$ cat src/rtl/last_instr_history_pkg.sv
// Shared defaults and the age-to-slot wrap helper for the instruction history buffer.
// Optional feature macro consumed by the top level: LAST_INSTR_BYPASS_EN.
package last_instr_pkg;

  localparam int LAST_INSTR_WIDTH = 49;
  localparam int LAST_INSTR_DEPTH = 4;

  // Physical slot of the entry 'age' writes back from 'ptr'; depth need not be a power of two.
  function automatic int unsigned age_to_slot(input int unsigned ptr,
                                              input int unsigned age,
                                              input int unsigned depth);
    int unsigned s;
    if (age >= depth || ptr >= depth) begin
      return 0;
    end
    s = ptr + depth - 1 - age;
    if (s >= depth) begin
      s = s - depth;
    end
    return s;
  endfunction

endpackage

$ cat src/rtl/last_instr_history_if.sv
// Bus bundle between the pipeline-side user (master) and the history buffer (slave).
interface last_instr_if
  import last_instr_pkg::*;
#(
  parameter int WIDTH = LAST_INSTR_WIDTH,
  parameter int DEPTH = LAST_INSTR_DEPTH
);
  localparam int IDXW = $clog2(DEPTH);

  logic             write_enable;
  logic [WIDTH-1:0] write_data;
  logic             flush;
  logic [IDXW-1:0]  rd_index;
  logic [WIDTH-1:0] read_data;
  logic             read_valid;
  logic [IDXW:0]    count;
  logic             full;

  modport master (
    output write_enable, write_data, flush, rd_index,
    input  read_data, read_valid, count, full
  );

  modport slave (
    input  write_enable, write_data, flush, rd_index,
    output read_data, read_valid, count, full
  );
endinterface

$ cat src/rtl/last_instr_history_mem.sv
// DEPTH x WIDTH history storage: synchronous write, combinational read by slot, async clear.
module last_instr_mem #(
  parameter int WIDTH = 49,
  parameter int DEPTH = 4,
  localparam int IDXW = $clog2(DEPTH)
) (
  input  logic             clk,
  input  logic             reset,
  input  logic             we_i,
  input  logic [IDXW-1:0]  waddr_i,
  input  logic [WIDTH-1:0] wdata_i,
  input  logic [IDXW-1:0]  raddr_i,
  output logic [WIDTH-1:0] rdata_o
);

  logic [WIDTH-1:0] entries [DEPTH];

  for (genvar gi = 0; gi < DEPTH; gi++) begin : g_entry
    logic [WIDTH-1:0] entry_q;

    always_ff @(posedge clk or negedge reset) begin
      if (!reset) begin
        entry_q <= '0;
      end else if (we_i && (waddr_i == IDXW'(gi))) begin
        entry_q <= wdata_i;
      end
    end

    assign entries[gi] = entry_q;
  end

  // Slot codes past DEPTH-1 exist when DEPTH is not a power of two.
  assign rdata_o = (32'(raddr_i) < 32'(DEPTH)) ? entries[raddr_i] : '0;

endmodule

$ cat src/rtl/last_instr_history.sv
// History of the last DEPTH instruction words, readable by age with a registered read port.
// Define LAST_INSTR_BYPASS_EN for write-through forwarding of same-cycle writes to the read port.
module last_instr_history
  import last_instr_pkg::*;
#(
  parameter int WIDTH = LAST_INSTR_WIDTH,
  parameter int DEPTH = LAST_INSTR_DEPTH
) (
  input logic        clk,
  input logic        reset,
  last_instr_if.slave bus
);

  localparam int IDXW = $clog2(DEPTH);
  localparam int CW   = IDXW + 1;
  localparam logic [CW-1:0] DEPTH_C = CW'(DEPTH);

  logic [IDXW-1:0]  wr_ptr_q, wr_ptr_d;
  logic [CW-1:0]    count_q, count_d;
  logic [WIDTH-1:0] read_data_q, read_data_d;
  logic             read_valid_q, read_valid_d;

  logic [IDXW-1:0]  lookup_ptr;
  logic [CW-1:0]    lookup_cnt;
  logic [IDXW-1:0]  rd_slot;
  logic             lookup_valid;
  logic [WIDTH-1:0] mem_rdata;

  last_instr_mem #(
    .WIDTH (WIDTH),
    .DEPTH (DEPTH)
  ) u_mem (
    .clk     (clk),
    .reset   (reset),
    .we_i    (bus.write_enable),
    .waddr_i (wr_ptr_q),
    .wdata_i (bus.write_data),
    .raddr_i (rd_slot),
    .rdata_o (mem_rdata)
  );

  // Flush clears occupancy first, so a same-cycle write leaves exactly one entry.
  always_comb begin
    wr_ptr_d = wr_ptr_q;
    count_d  = count_q;
    if (bus.flush) begin
      count_d = '0;
    end
    if (bus.write_enable) begin
      wr_ptr_d = (wr_ptr_q == IDXW'(DEPTH - 1)) ? '0 : wr_ptr_q + 1'b1;
      if (bus.flush) begin
        count_d = CW'(1);
      end else if (count_q != DEPTH_C) begin
        count_d = count_q + 1'b1;
      end
    end
  end

  always_comb begin
    lookup_ptr = wr_ptr_q;
    lookup_cnt = count_q;
`ifdef LAST_INSTR_BYPASS_EN
    // Ages are taken against the post-write history; age 0 is forwarded below.
    if (bus.write_enable) begin
      lookup_ptr = wr_ptr_d;
      lookup_cnt = count_d;
    end
`endif
    rd_slot      = IDXW'(age_to_slot(32'(lookup_ptr), 32'(bus.rd_index), 32'(DEPTH)));
    lookup_valid = ({1'b0, bus.rd_index} < lookup_cnt);
  end

  always_comb begin
    read_valid_d = lookup_valid;
    read_data_d  = lookup_valid ? mem_rdata : '0;
`ifdef LAST_INSTR_BYPASS_EN
    if (bus.write_enable && (bus.rd_index == '0)) begin
      read_valid_d = 1'b1;
      read_data_d  = bus.write_data;
    end else if (bus.flush && !bus.write_enable) begin
      read_valid_d = 1'b0;
      read_data_d  = '0;
    end
`endif
  end

  always_ff @(posedge clk or negedge reset) begin
    if (!reset) begin
      wr_ptr_q     <= '0;
      count_q      <= '0;
      read_data_q  <= '0;
      read_valid_q <= 1'b0;
    end else begin
      wr_ptr_q     <= wr_ptr_d;
      count_q      <= count_d;
      read_data_q  <= read_data_d;
      read_valid_q <= read_valid_d;
    end
  end

  assign bus.read_data  = read_data_q;
  assign bus.read_valid = read_valid_q;
  assign bus.count      = count_q;
  assign bus.full       = (count_q == DEPTH_C);

endmodule

$ cat src/flat_wrapper.sv
// flat-port wrapper written by rule: the top's interface ports become plain ports
module last_instr_history_flat import last_instr_pkg::*;
#(
  parameter int WIDTH = LAST_INSTR_WIDTH,
  parameter int DEPTH = LAST_INSTR_DEPTH
)
  (clk, reset, bus_write_enable, bus_write_data, bus_flush, bus_rd_index, bus_read_data, bus_read_valid, bus_count, bus_full);
  last_instr_if #(.WIDTH(WIDTH), .DEPTH(DEPTH)) bus_i ();
  input logic clk;
  input logic reset;
  input wire logic [$bits(bus_i.write_enable)-1:0] bus_write_enable;
  input wire logic [$bits(bus_i.write_data)-1:0] bus_write_data;
  input wire logic [$bits(bus_i.flush)-1:0] bus_flush;
  input wire logic [$bits(bus_i.rd_index)-1:0] bus_rd_index;
  output wire logic [$bits(bus_i.read_data)-1:0] bus_read_data;
  output wire logic [$bits(bus_i.read_valid)-1:0] bus_read_valid;
  output wire logic [$bits(bus_i.count)-1:0] bus_count;
  output wire logic [$bits(bus_i.full)-1:0] bus_full;
  assign bus_i.write_enable = bus_write_enable;
  assign bus_i.write_data = bus_write_data;
  assign bus_i.flush = bus_flush;
  assign bus_i.rd_index = bus_rd_index;
  assign bus_read_data = bus_i.read_data;
  assign bus_read_valid = bus_i.read_valid;
  assign bus_count = bus_i.count;
  assign bus_full = bus_i.full;
  last_instr_history #(.WIDTH(WIDTH), .DEPTH(DEPTH)) u_core (.clk(clk), .reset(reset), .bus(bus_i));
endmodule
$ cat config.mk
export PLATFORM = sky130hd
export DESIGN_NAME = last_instr_history_flat
export DESIGN_NICKNAME = d
export VERILOG_FILES = /design/src/rtl/last_instr_history_pkg.sv /design/src/rtl/last_instr_history_if.sv /design/src/rtl/last_instr_history_mem.sv /design/src/rtl/last_instr_history.sv /design/src/flat_wrapper.sv
export SDC_FILE = /design/constraint.sdc
export NUM_CORES = 1
export LEC_CHECK = 0
export ABC_AREA = 1
export CORE_MARGIN = 1
export CORE_UTILIZATION = 50
export DETAILED_ROUTE_END_ITERATION = 16
export PLACE_DENSITY = 0.76
export SLEW_MARGIN = 20
export SYNTH_ARGS = -nofsm -noshare
export SYNTH_HDL_FRONTEND = slang
export SYNTH_SLANG_ARGS = --single-unit
$ cat constraint.sdc
create_clock -name clk -period 1.5 [get_ports clk]
set_input_delay 0.3 -clock clk [delete_from_list [all_inputs] [get_ports clk]]
set_output_delay 0.3 -clock clk [all_outputs]
set_load 0.01 [all_outputs]
# ---- Word level (Yosys, flattened, before mapping)
# Cells that the tools add are included.
# Widths: inputs -> output; s select.
dict set report totals {
  elab_cells 38
  register_bits 251
  inputBits 55
  output_inout_bits 54
}
dict set report classes {
  n_eq_ne 5
  bitwise_logic 1
  n_mux 10
  n_lt_le_gt_ge 3
  reduce_logical 5
  n_addsub 6
}
# op count
set ops {}
lappend ops {{$mux 49} 3}
lappend ops {{$bmux 49 s2} 1}
lappend ops {{$ge 32x3->1 const B} 1}
lappend ops {{$sub 32x1->32 const B} 1}
lappend ops {{$sub 32x2->32} 1}
lappend ops {{$mux 3} 4}
lappend ops {{$add 2x3->4 const B} 1}
lappend ops {{$eq 2x2->1 const B} 2}
lappend ops {{$logic_and 1x1->1} 4}
lappend ops {{$mux 2} 2}
lappend ops {{$add 3x1->3 const B} 1}
lappend ops {{$eq 3x3->1 const B} 1}
lappend ops {{$ge 3x3->1 const B} 1}
lappend ops {{$lt 2x3->1} 1}
lappend ops {{$ne 3x3->1 const B} 1}
lappend ops {{$not 2->3} 1}
lappend ops {{$add 2x1->2 const B} 1}
lappend ops {{$eq 2x1->1 const B} 1}
lappend ops {{$logic_not 2->1} 1}
lappend ops {{$sub 2x1->2 const B} 1}

# ---- Longest topological paths before layout
# Gate-level depths: netlist of run 1.
dict set report logic_depth {
  depth_word 10
  mapped_depth 11
  depth_no_buf 9
}

# ---- Modules after synthesis
# Synthesis of run 1 repeated with hierarchy kept, for this count alone.
dict set report unflattened {
  hier_cells 1642
  area_unflattened_um2 12439.4
}
# module seq_area_each_um2 cells_per_inst area_per_inst_um2 n_inst
set modules_own_cells {}
lappend modules_own_cells {last_instr_mem 4904.7 1433 10214.8 1}
lappend modules_own_cells {last_instr_history 1376.3 209 2224.6 1}

# ---- Worst setup path before layout of run 1
# Ideal clock, no wire load.
dict set report synth_path {
  path_type {reg-to-reg}
  start {register u_core.wr_ptr_q[0], in the netlist u_core.lookup_ptr[0]}
  end {register u_core.read_data_q[21], in the netlist u_core.bus.read_data[21]}
  n_path_buf 3
  setup_ps 117
  slack_ps -35
  synth_period_minus_slack_ps 1535
  t_arrival_ps 1417
  required_time_ps 1383
  stages_incl_launch_ff 9
  path_cell_list {dfrtp_1 ha_1 buf_4 buf_6 buf_6 nand2_1 o21ai_0 nor2_1 nor2_1}
}
dict set report synth_via {
  elab_chain_cells 10
}
# item line
set synth_lines {}
lappend synth_lines {{start: declaration} last_instr_history.sv:18} ;# logic [IDXW-1:0] wr_ptr_q, wr_ptr_d;
lappend synth_lines {{start signal: assignment} last_instr_history.sv:94} ;# wr_ptr_q <= wr_ptr_d;
lappend synth_lines {{$add 2x3->4 *} last_instr_history_pkg.sv:16} ;# s = ptr + depth - 1 - age;
lappend synth_lines {{$sub 32x1->32 *} last_instr_history_pkg.sv:16}
lappend synth_lines {{$sub 32x2->32 *} last_instr_history_pkg.sv:16}
lappend synth_lines {{$ge 32x3->1 or $sub 2x1->2 (tied branches)} {last_instr_history_pkg.sv:17, last_instr_history_pkg.sv:18}}
lappend synth_lines {{$mux 2 *} last_instr_history_pkg.sv:17} ;# if (s >= depth) begin
lappend synth_lines {{$not 2->3 (implied by the code) *} last_instr_history_mem.sv:33} ;# assign rdata_o = (32'(raddr_i) < 32'(DEPTH)) ? entries[raddr_i] : '0;
lappend synth_lines {{$bmux 49 s2 *} last_instr_history_mem.sv:33}
lappend synth_lines {{$mux 49 (implied by the code) * (2 in series)} last_instr_history_mem.sv:33}
lappend synth_lines {{$mux 49 *} last_instr_history.sv:75} ;# read_data_d = lookup_valid ? mem_rdata : '0;
lappend synth_lines {{net u_core.read_data_d[21]} last_instr_history.sv:20} ;# logic [WIDTH-1:0] read_data_q, read_data_d;
lappend synth_lines {{end signal: assignment} last_instr_history.sv:96} ;# read_data_q <= read_data_d;
lappend synth_lines {{end: declaration} last_instr_history.sv:20}
# Mark *: on every way through the listed nets, which the timed path passes. The rest lies on a longest branch. The select of a mux whose other input is x is not followed.
# A chain may end at the register's enable or synchronous reset.

# ---- Worst setup path after layout of run 1
dict set report layout_path {
  start {register u_core.wr_ptr_q[0], in the netlist u_core.lookup_ptr[0]}
  end {register u_core.read_data_q[23], in the netlist u_core.bus.read_data[23]}
}
# The elaborated chain is that of the path after synthesis.

==> flow_summary.ini, run 1 <==
[outcome]
status = complete, but fails checks
failed_checks = negative setup slack

[route]
via_per_inst = 5.40
drtPass1Iterations = 5
drc = 0
vias = 9550
detail-route-antenna-nets = 0
totalWireLength_mm = 30.0
wire_per_inst_um = 17.0
drt_iter0_markers = 766

[sta]
slew-limit-headroom = 0.707
min_period_ps = 1650
max_freq_ghz = 0.605
worstMarginPinSlew_ps = 440
fin_ws_ps = -153
hold_slack_ps = 283
rsz0062_at_grt = true
final_max_slew_viol_count = 0
fin_skew_ps = 8.12
hold_viol = 0
finalCritPeriodShare = 1.10
finalSetupViolCount = 50

[floorplan]
chipHeight_um = 150
die_x_um = 150
core_area_um2 = 21200
initial_core_util = 0.515
num_rows = 53
ios = 109
die-area_um2 = 22400

[worst_setup_path]
worst_path_largest_cell_delay_ps = 410
cp_num_buf_inv = 3
critPathTopFamily = buffers and inverters
critPathSlowestCell = dfrtp_1
cp_data_arrival_time_ps = 2070
cp.depth = 9
critPathMaxFanout = 8
path_class = flop to flop
rr_worst_depth = 9
cp_cell_sequence = ha_4 > buf_8 > buf_12 > buf_16 > nand2_2 > o21ai_2 > nand3_1 > nand2_1 > nor2_1
cp-end-kind = flop
cp.required_ps = 1910
start_kind = flop

[cells_and_area]
nets = 1538
layout-drive-gt1-share = 0.166
n_antenna_cell = 0
postLayoutCellArea_um2 = 15000
syn_to_final_growth_pct = 37.2
layout.cells.non_filler = 1768

[cts]
clk_latency_ps = 530
ctsHtreeMaxLevel = 1
cts_buffers = 27
cts_tree = done
clk_pin_slew_ps = 60
cts.sinks = 251
clock_path_buffers = 3
root_buffer = clkbuf_16

[placed_design]
place_inst = 1682
place_congestion = 0.803
io_buffers = 108
place_hpwl_mm = 15.9
place_area_um2 = 12900

[pwr]
p_leak_nw = 7.49
max-vdd-ir-drop_uv = 1220
p_per_area_nw_per_um2 = 2250

[synth]
netlist_area_um2 = 10900
yosysMostFrequentCell = nand2_1
synth_flop_cell = dfrtp_1
synth_top_area_frac = 0.575
synth_cell_types = 20
async_flop_share = 1.00
synth_seq_cells = 251
yosys_warnings = 0
netlist_instances = 1318
synth_edf_count = 0
synth_nets = 1381
syn_avg_cell_area_um2 = 8.29
synth_common_cells = nand2_1 (361), o21ai_0 (283), dfrtp_1 (251)
synth.top_cells.by_area = dfrtp_1 (57%), o21ai_0 (13%), nand2_1 (12%)
yosysTopAreaCell = dfrtp_1
ys_seq_area_frac = 0.575

[flow_run]
cap_violations = 0

[hold_path]
hold_class = primary input to asynchronous set/reset pin

[global_route]
antenna_found_initial = 0
grt_pass1_vias = 9303
grt_usage = 0.268
gr-total-overflow = 0
grt_pass1_wl_mm = 47.4
grt_max_degree = 47
[through the flow]
step / util / total power [W] / TNS, ps / worst slack (ps)
5_1_grt: 0.707 / 0.0360 / -6850 / -218
3_5_place_dp: 0.607 / 0.0230 / -28440 / -562
3_3_place_gp: 0.607 / 0.0225 / -23380 / -495
2_1_floorplan: - / 0.0183 / -337 / -11.2
4_1_cts: 0.689 / 0.0322 / -2670 / -217
6_report: 0.707 / 0.0338 / -3790 / -153
[layer usage]
layer,up-vias,share of wire,global-route usage
li1,4479,-,-
met1,4627,0.42,0.360
met2,376,0.49,0.446
met3,68,0.069,0.0436
met4,0,0.024,0.0869
met5,-,0,0
[final cells by class]
class	count	area, um2
Tap cell	275	344
Fill cell	1501	6230
Clock inverter	7	116
Timing Repair Buffer	210	2800
Inverter	159	599
Sequential cell	251	6280
Multi-Input combinational cell	826	4070
Clock buffer	40	785
[kinds of logic (layout without fill, tap and decap cells)]
| logic type | count (synthesis) | in the layout | share of synthesized area |
|---|---|---|---|
| simple gates | 516 | 516 | 0.184 |
| flops | 251 | 251 | 0.575 |
| fa+ha+maj | 8 | 8 | 0.00916 |
| buf+inv | 241 | 416 | 0.0929 |
| compound gates | 301 | 301 | 0.139 |
| xor+xnor | 1 | 1 | 0.000802 |
[where the power goes]
group	switching (W)	leakage (nW)	internal, W	total, W
sequential	0.00170	3.18	0.00985	0.0115
clock	0.00264	0.439	0.00411	0.00675
combinational	0.00823	3.88	0.00724	0.0155
[repair_timing]
action / 4_1_cts / 5_1_grt
hold endpoints to repair: 37 / 0
hold buffers: 1 / 0
buffers inserted: 14 / 4
gates cloned: 19 / 5
endpoints found under the setup margin: 97 / 158
resized for setup: 188 / 105
pin swaps: 75 / 48
[placed cells by master, fill, tap and decap left out, drive strengths merged]
cell / instances
a21oi: 2
a31oi: 1
buf: 100
bufinv: 3
clkbuf: 46
clkdlybuf4s15: 21
clkdlybuf4s50: 52
clkinv: 2
clkinvlp: 1
dfrtp: 251
dlygate4sd2: 29
dlygate4sd3: 1
dlymetal6s2s: 1
ha: 8
inv: 160
nand2: 361
nand3: 52
nor2: 101
nor3: 1
nor3b: 1
o21ai: 298
xor2: 1
[registers in the layout, indices dropped and copies added, names as in the netlist]
signal                        cells
u_core.u_mem.g_entry.entry_q    196
u_core.bus.count                  3
u_core.lookup_ptr                 2
u_core.bus.read_valid             1
u_core.bus.read_data             49
[worst paths after layout]
check                                                          from                                  end  slack, ps
max in group asynchronous                                     reset  u_core.u_mem.g_entry[2].entry_q[29]        610
worst max-delay path                           u_core.lookup_ptr[0]             u_core.bus.read_data[23]       -150
worst min-delay path                                          reset              u_core.bus.read_data[2]        280
worst min register to register  u_core.u_mem.g_entry[1].entry_q[21]  u_core.u_mem.g_entry[1].entry_q[21]        480
min in group clk                                          bus_flush                  u_core.bus.count[2]        390
worst max register to register                 u_core.lookup_ptr[0]             u_core.bus.read_data[23]       -150
[worst reg2reg max path, delay by kind of cell, from the launching register on]
kind	cells	cell delay, ps
AND/OR/NAND/NOR	4	300
flip-flops	1	410
buffers and inverters	3	420
AO/OA/AOI/OAI	1	70
adder cells (fa/ha/maj)	1	350
Power figures use the tool's default switching activity.
==> run 2, diff against run 1 <==
CELL_PAD_IN_SITES_DETAIL_PLACEMENT = 0   (was unset)
CELL_PAD_IN_SITES_GLOBAL_PLACEMENT = 1   (was unset)
CORE_MARGIN = 5   (was 1)
CORE_UTILIZATION = 39   (was 50)
PLACE_DENSITY = 0.78   (was 0.76)
==> run 2 against run 1 <==
Compared with the run above:
- sequential cell count unchanged
- routed wire length is 7.7% lower
- setup slack lost 30 ps
- critical path type is now flop to output pin
- final area shrank 1.4%
- critical endpoint is now bus_full
- global-route usage decreased by 9.2 points
- the flow still finishes with violations (negative setup slack)
==> flow_summary.ini, run 2 (synthesized netlist as in run 1, its figures left out) <==
[floorplan]
core_area_um2 = 27700
initial_core_util = 0.394
chipHeight_um = 177
ios = 109
die_x_um = 177
die-area_um2 = 31500
num_rows = 61

[placed_design]
place_hpwl_mm = 17.2
place_area_um2 = 13100
io_buffers = 108
dp_slack_ps = -472
place_congestion = 0.757

[outcome]
failed_checks = negative setup slack
status = complete, but fails checks

[cts]
clock_path_buffers = 3
cts_buffers = 29
ctsHtreeMaxLevel = 1
root_buffer = clkbuf_16
clk_pin_slew_ps = 50
clk_latency_ps = 540
cts.sinks = 251
cts_tree = done

[worst_setup_path]
start_kind = flop
cp.depth = 5
r2r_start = u_core.bus.count[1]
cp_num_buf_inv = 3
cp-end-kind = output pin
cp_cell_sequence = inv_1 > ha_4 > nand2_2 > inv_2 > buf_6
path_class = flop to output pin
cp_data_arrival_time_ps = 1380
critPathSlowestCell = dfrtp_1
rr_worst_depth = 11
worst_path_largest_cell_delay_ps = 380
rrSetupSlack_ps = -170
critPathTopFamily = flip-flops
rr_endpoint = u_core.bus.read_data[6]
critPathMaxFanout = 2
cp.required_ps = 1200

[sta]
hold_viol = 0
slew-limit-headroom = 0.738
hold_slack_ps = 282
finalCritPeriodShare = 1.12
finalSetupViolCount = 46
final_max_slew_viol_count = 0
fin_skew_ps = 11.4
rsz0062_at_grt = true
min_period_ps = 1680
max_freq_ghz = 0.594
worstMarginPinSlew_ps = 394
fin_ws_ps = -183

[global_route]
gr-total-overflow = 0
antenna_found_initial = 0
grt_pass1_wl_mm = 45.2
grt_usage = 0.177
grt_pass1_vias = 8600
grt_max_degree = 45

[cells_and_area]
layout-drive-gt1-share = 0.163
final_common_cell = nand2_1
syn_to_final_growth_pct = 35.4
largest_reg_flops = 196
utilization = 0.534
final_cell_mix = nand2_1 (320), o21ai_0 (277), dfrtp_1 (249)
nets = 1531
regMostFlops = u_core.u_mem.g_entry.entry_q
n_antenna_cell = 0
postLayoutCellArea_um2 = 14800

[route]
wire_per_inst_um = 14.8
detail-route-antenna-nets = 0
drc = 0
via_per_inst = 4.74
totalWireLength_mm = 27.7
drt_iter0_markers = 516
drtPass1Iterations = 7
vias = 8846

[pwr]
p_per_area_nw_per_um2 = 2140
max-vdd-ir-drop_uv = 798
p_leak_nw = 7.33

[hold_path]
hold_class = primary input to asynchronous set/reset pin

[flow_run]
cap_violations = 0
==> run 2: cell types whose count changed in the layout (fill, tap and decap cells not counted), moves of 4 or more <==
cell,delta
o21ai_0,+47
clkbuf_2,+8
nor2_4,+11
nand2_2,-21
buf_4,+4
dlygate4sd2_1,-23
nor2_1,-13
o21ai_1,-22
buf_16,-14
clkinv_2,+5
buf_6,+6
nand2_4,+20
o21ai_2,-24
clkdlybuf4s15_1,+13
==> run 2: metal layers <==
metal,track usage,part of all wire,up-vias
met1,0.255,0.48,4210
met4,0.0306,0.011,0
met5,0,0,-
met2,0.288,0.47,166
li1,-,-,4444
met3,0.0279,0.043,26
==> run 2: worst max path at each step <==
stage | from | end | slack, ps
6_report | u_core.bus.count[0] | bus_full | -180
5_1_grt | u_core.bus.count[1] | u_core.bus.read_data[6] | -270
4_1_cts | u_core.bus.count[1] | bus_full | -220
3_5_place_dp | bus_rd_index[0] | u_core.bus.read_data[39] | -470
3_3_place_gp | bus_rd_index[0] | u_core.bus.read_data[39] | -460
2_1_floorplan | u_core.bus.count[1] | u_core.bus.read_data[10] | -10
==> run 2: stage by stage <==
step           instances  power [W]  setup TNS, ps
6_report            1867     0.0317          -4820
4_1_cts             1865     0.0306          -6780
3_3_place_gp        1793     0.0231         -22480
2_1_floorplan       1318     0.0183           -337
3_5_place_dp        1793     0.0234         -24530
5_1_grt             1867     0.0342          -9500
==> run 2: worst reg2reg max path: stages (launching register included) <==
cell	delay, ps
dfrtp_1	370
inv_2	70
buf_6	120
ha_4	150
inv_2	50
nor2_2	40
a31oi_4	210
buf_12	180
buf_12	120
buf_12	140
nand2_4	60
nor2_4	100
==> run 2: cell type report <==
cell class	instances	area (um2)
clock buffers	40	837
clock inverters	12	123
fillers	2582	12900
inverters	159	597
multi-input cells	826	4090
flip-flops and latches	251	6280
well taps	378	473
repair buffers	201	2380
==> run 2: report_power, final <==
| group | internal, W | switching, W | total (W) | leakage [nW] |
|---|---|---|---|---|
| Combinational | 0.00597 | 0.00740 | 0.0134 | 3.68 |
| Clock | 0.00423 | 0.00275 | 0.00698 | 0.479 |
| Sequential | 0.00985 | 0.00149 | 0.0113 | 3.18 |
==> run 2: repair_timing <==
action                                  in CTS  in global routing
endpoints found under the setup margin     102                180
hold buffers                                 1                  0
pin swaps                                    5                 54
resized for setup                          123                152
buffers inserted                            15                  6
endpoints found under the hold margin       35                  0
cloned                                       5                  4
==> run 3, diff against run 2 <==
CORE_ASPECT_RATIO = 0.7   (was unset)
CTS_CLUSTER_SIZE = 16   (was unset)
==> run 3 against run 2 <==
Compared with the run above:
- the run still ends with negative setup slack left
- sequential power is essentially flat
- largest cell class unchanged
- routed wire length grew 20%
- highest routed layer unchanged
- die area grew 0.17%
- final area grew 6.9%
- non-clock buffer count grew 36
- critical path type unchanged
==> flow_summary.ini, run 3 (synthesized netlist as in run 1, its figures left out) <==
[worst_setup_path]
path_class = flop to output pin
worstSetupStartpoint = u_core.bus.count[1]
critPathMaxFanout = 2
cp-end-kind = output pin
cp.required_ps = 1200
cp_data_arrival_time_ps = 1400
r2r_start = u_core.lookup_ptr[0]
rrSetupSlack_ps = -200
rr_endpoint = u_core.bus.read_data[13]
rr_worst_depth = 8
start_kind = flop

[sta]
max_freq_ghz = 0.588
finalSetupTns_ps = -5640
min_period_ps = 1700
finalSetupViolCount = 52
fin_ws_ps = -202
fin_skew_ps = 15.0
worstMarginPinSlew_ps = 433
hold_slack_ps = 265
hold_viol = 0
slew-limit-headroom = 0.711
finalCritPeriodShare = 1.13
final_max_slew_viol_count = 0
rsz0062_at_grt = true

[pwr]
intPower_w = 0.0218
power.switching_w = 0.0135
switching_share = 0.382
p_leak_nw = 7.75
max-vdd-ir-drop_uv = 1190
p_per_area_nw_per_um2 = 2230
seq_power_share = 0.328
combPwrFrac = 0.493
clkPwrFrac = 0.179

[placed_design]
dp_slack_ps = -547
place_congestion = 0.776
io_buffers = 108
place_inst = 1777
place_hpwl_mm = 17.1

[cells_and_area]
final_common_cell = nand2_1
layout.cells.non_filler = 1888
regMostFlops = u_core.u_mem.g_entry.entry_q
syn_to_final_growth_pct = 44.7
final_cell_mix = nand2_1 (300), dfrtp_1 (250), o21ai_0 (208)
largest_reg_flops = 196
n_antenna_cell = 0
nets = 1564
layout-drive-gt1-share = 0.225
nFillCells = 2414

[cts]
clk_latency_ps = 530
ctsHtreeMaxLevel = 1
cts_tree = done
clk_pin_slew_ps = 70
root_buffer = clkbuf_16
clock_path_buffers = 3
cts_buffers = 25
cts.sinks = 251

[route]
via_per_inst = 4.93
wire_per_inst_um = 17.6
drt_iter0_markers = 704
detail-route-antenna-nets = 0
vias = 9303
totalWireLength_mm = 33.2
drc = 0
drtPass1Iterations = 5

[floorplan]
core_area_um2 = 27700
chipHeight_um = 150
ios = 109
die_x_um = 210
initial_core_util = 0.395
num_rows = 51
die-area_um2 = 31500

[global_route]
grt_pass1_vias = 8534
grt_usage = 0.183
gr-total-overflow = 0
grt_max_degree = 53
antenna_found_initial = 0
grt_pass1_wl_mm = 46.5

[flow_run]
cap_violations = 0

[hold_path]
hold_class = primary input to asynchronous set/reset pin

[outcome]
failed_checks = negative setup slack
status = complete, but fails checks
==> run 3: cell count changes in the layout (fill, tap and decap cells not counted), sizes merged <==
cell	before	now
clkinv	7	6
dlygate4sd2	6	13
inv	161	159
clkbuf	52	60
buf	96	111
nand2	361	362
==> run 3: repair_timing <==
action                     4_1_cts  5_1_grt
hold endpoints to repair        34        0
buffers inserted                19       15
resized for setup              161      284
gates cloned                    13       28
setup endpoints to repair      104      170
pin swaps                       11      135
hold buffers                     1        0
==> run 3: worst max-delay path, stage by stage, from the launching register on <==
cell	delay, ps
dfrtp_1	390
inv_2	80
ha_2	190
nand2_2	60
inv_2	60
buf_6	90
==> run 3: worst max path at each step <==
stage | end | slack [ps] | cells past startpoint
after floorplan | u_core.bus.read_data[10] | -10 | 6
after global placement | u_core.bus.read_data[39] | -490 | 11
after detailed placement | u_core.bus.read_data[39] | -550 | 11
after CTS | bus_full | -220 | 5
after global routing | u_core.bus.read_data[25] | -250 | 12
final | bus_full | -200 | 5
==> run 3: power by group through the flow <==
stage               Combinational, W  Clock [W]  Sequential [W]
floorplan                    0.00696          0          0.0114
global placement              0.0112          0          0.0114
detailed placement            0.0114          0          0.0114
CTS                           0.0130    0.00646          0.0114
global route                  0.0189    0.00676          0.0119
finish                        0.0174    0.00630          0.0116
==> run 3: stage by stage <==
| step | util | total power (W) | area (um2) |
|---|---|---|---|
| 5_1_grt | 0.571 | 0.0375 | 15800 |
| 2_1_floorplan | - | 0.0183 | 10900 |
| 6_report | 0.571 | 0.0352 | 15800 |
| 4_1_cts | 0.521 | 0.0308 | 14400 |
| 3_3_place_gp | 0.467 | 0.0225 | 12900 |
| 3_5_place_dp | 0.467 | 0.0228 | 12900 |
==> run 3: cell type report <==
type                            count  area [um2]  area share
Sequential cell                   251        6280       0.397
Multi-Input combinational cell    827        4420       0.280
Timing Repair Buffer              237        3220       0.204
Clock buffer                       34         719      0.0455
Inverter                          159         599      0.0379
Tap cell                          371         464      0.0294
Clock inverter                      9        97.6     0.00617
==> run 3: metal layers <==
metal	share of wire	routed length (um)	up-vias	track usage
li1	-	-	4514	-
met1	0.45	15000	4481	0.257
met2	0.47	15700	251	0.301
met3	0.048	1590	57	0.0304
met4	0.026	860	0	0.0385
met5	0	0	-	0
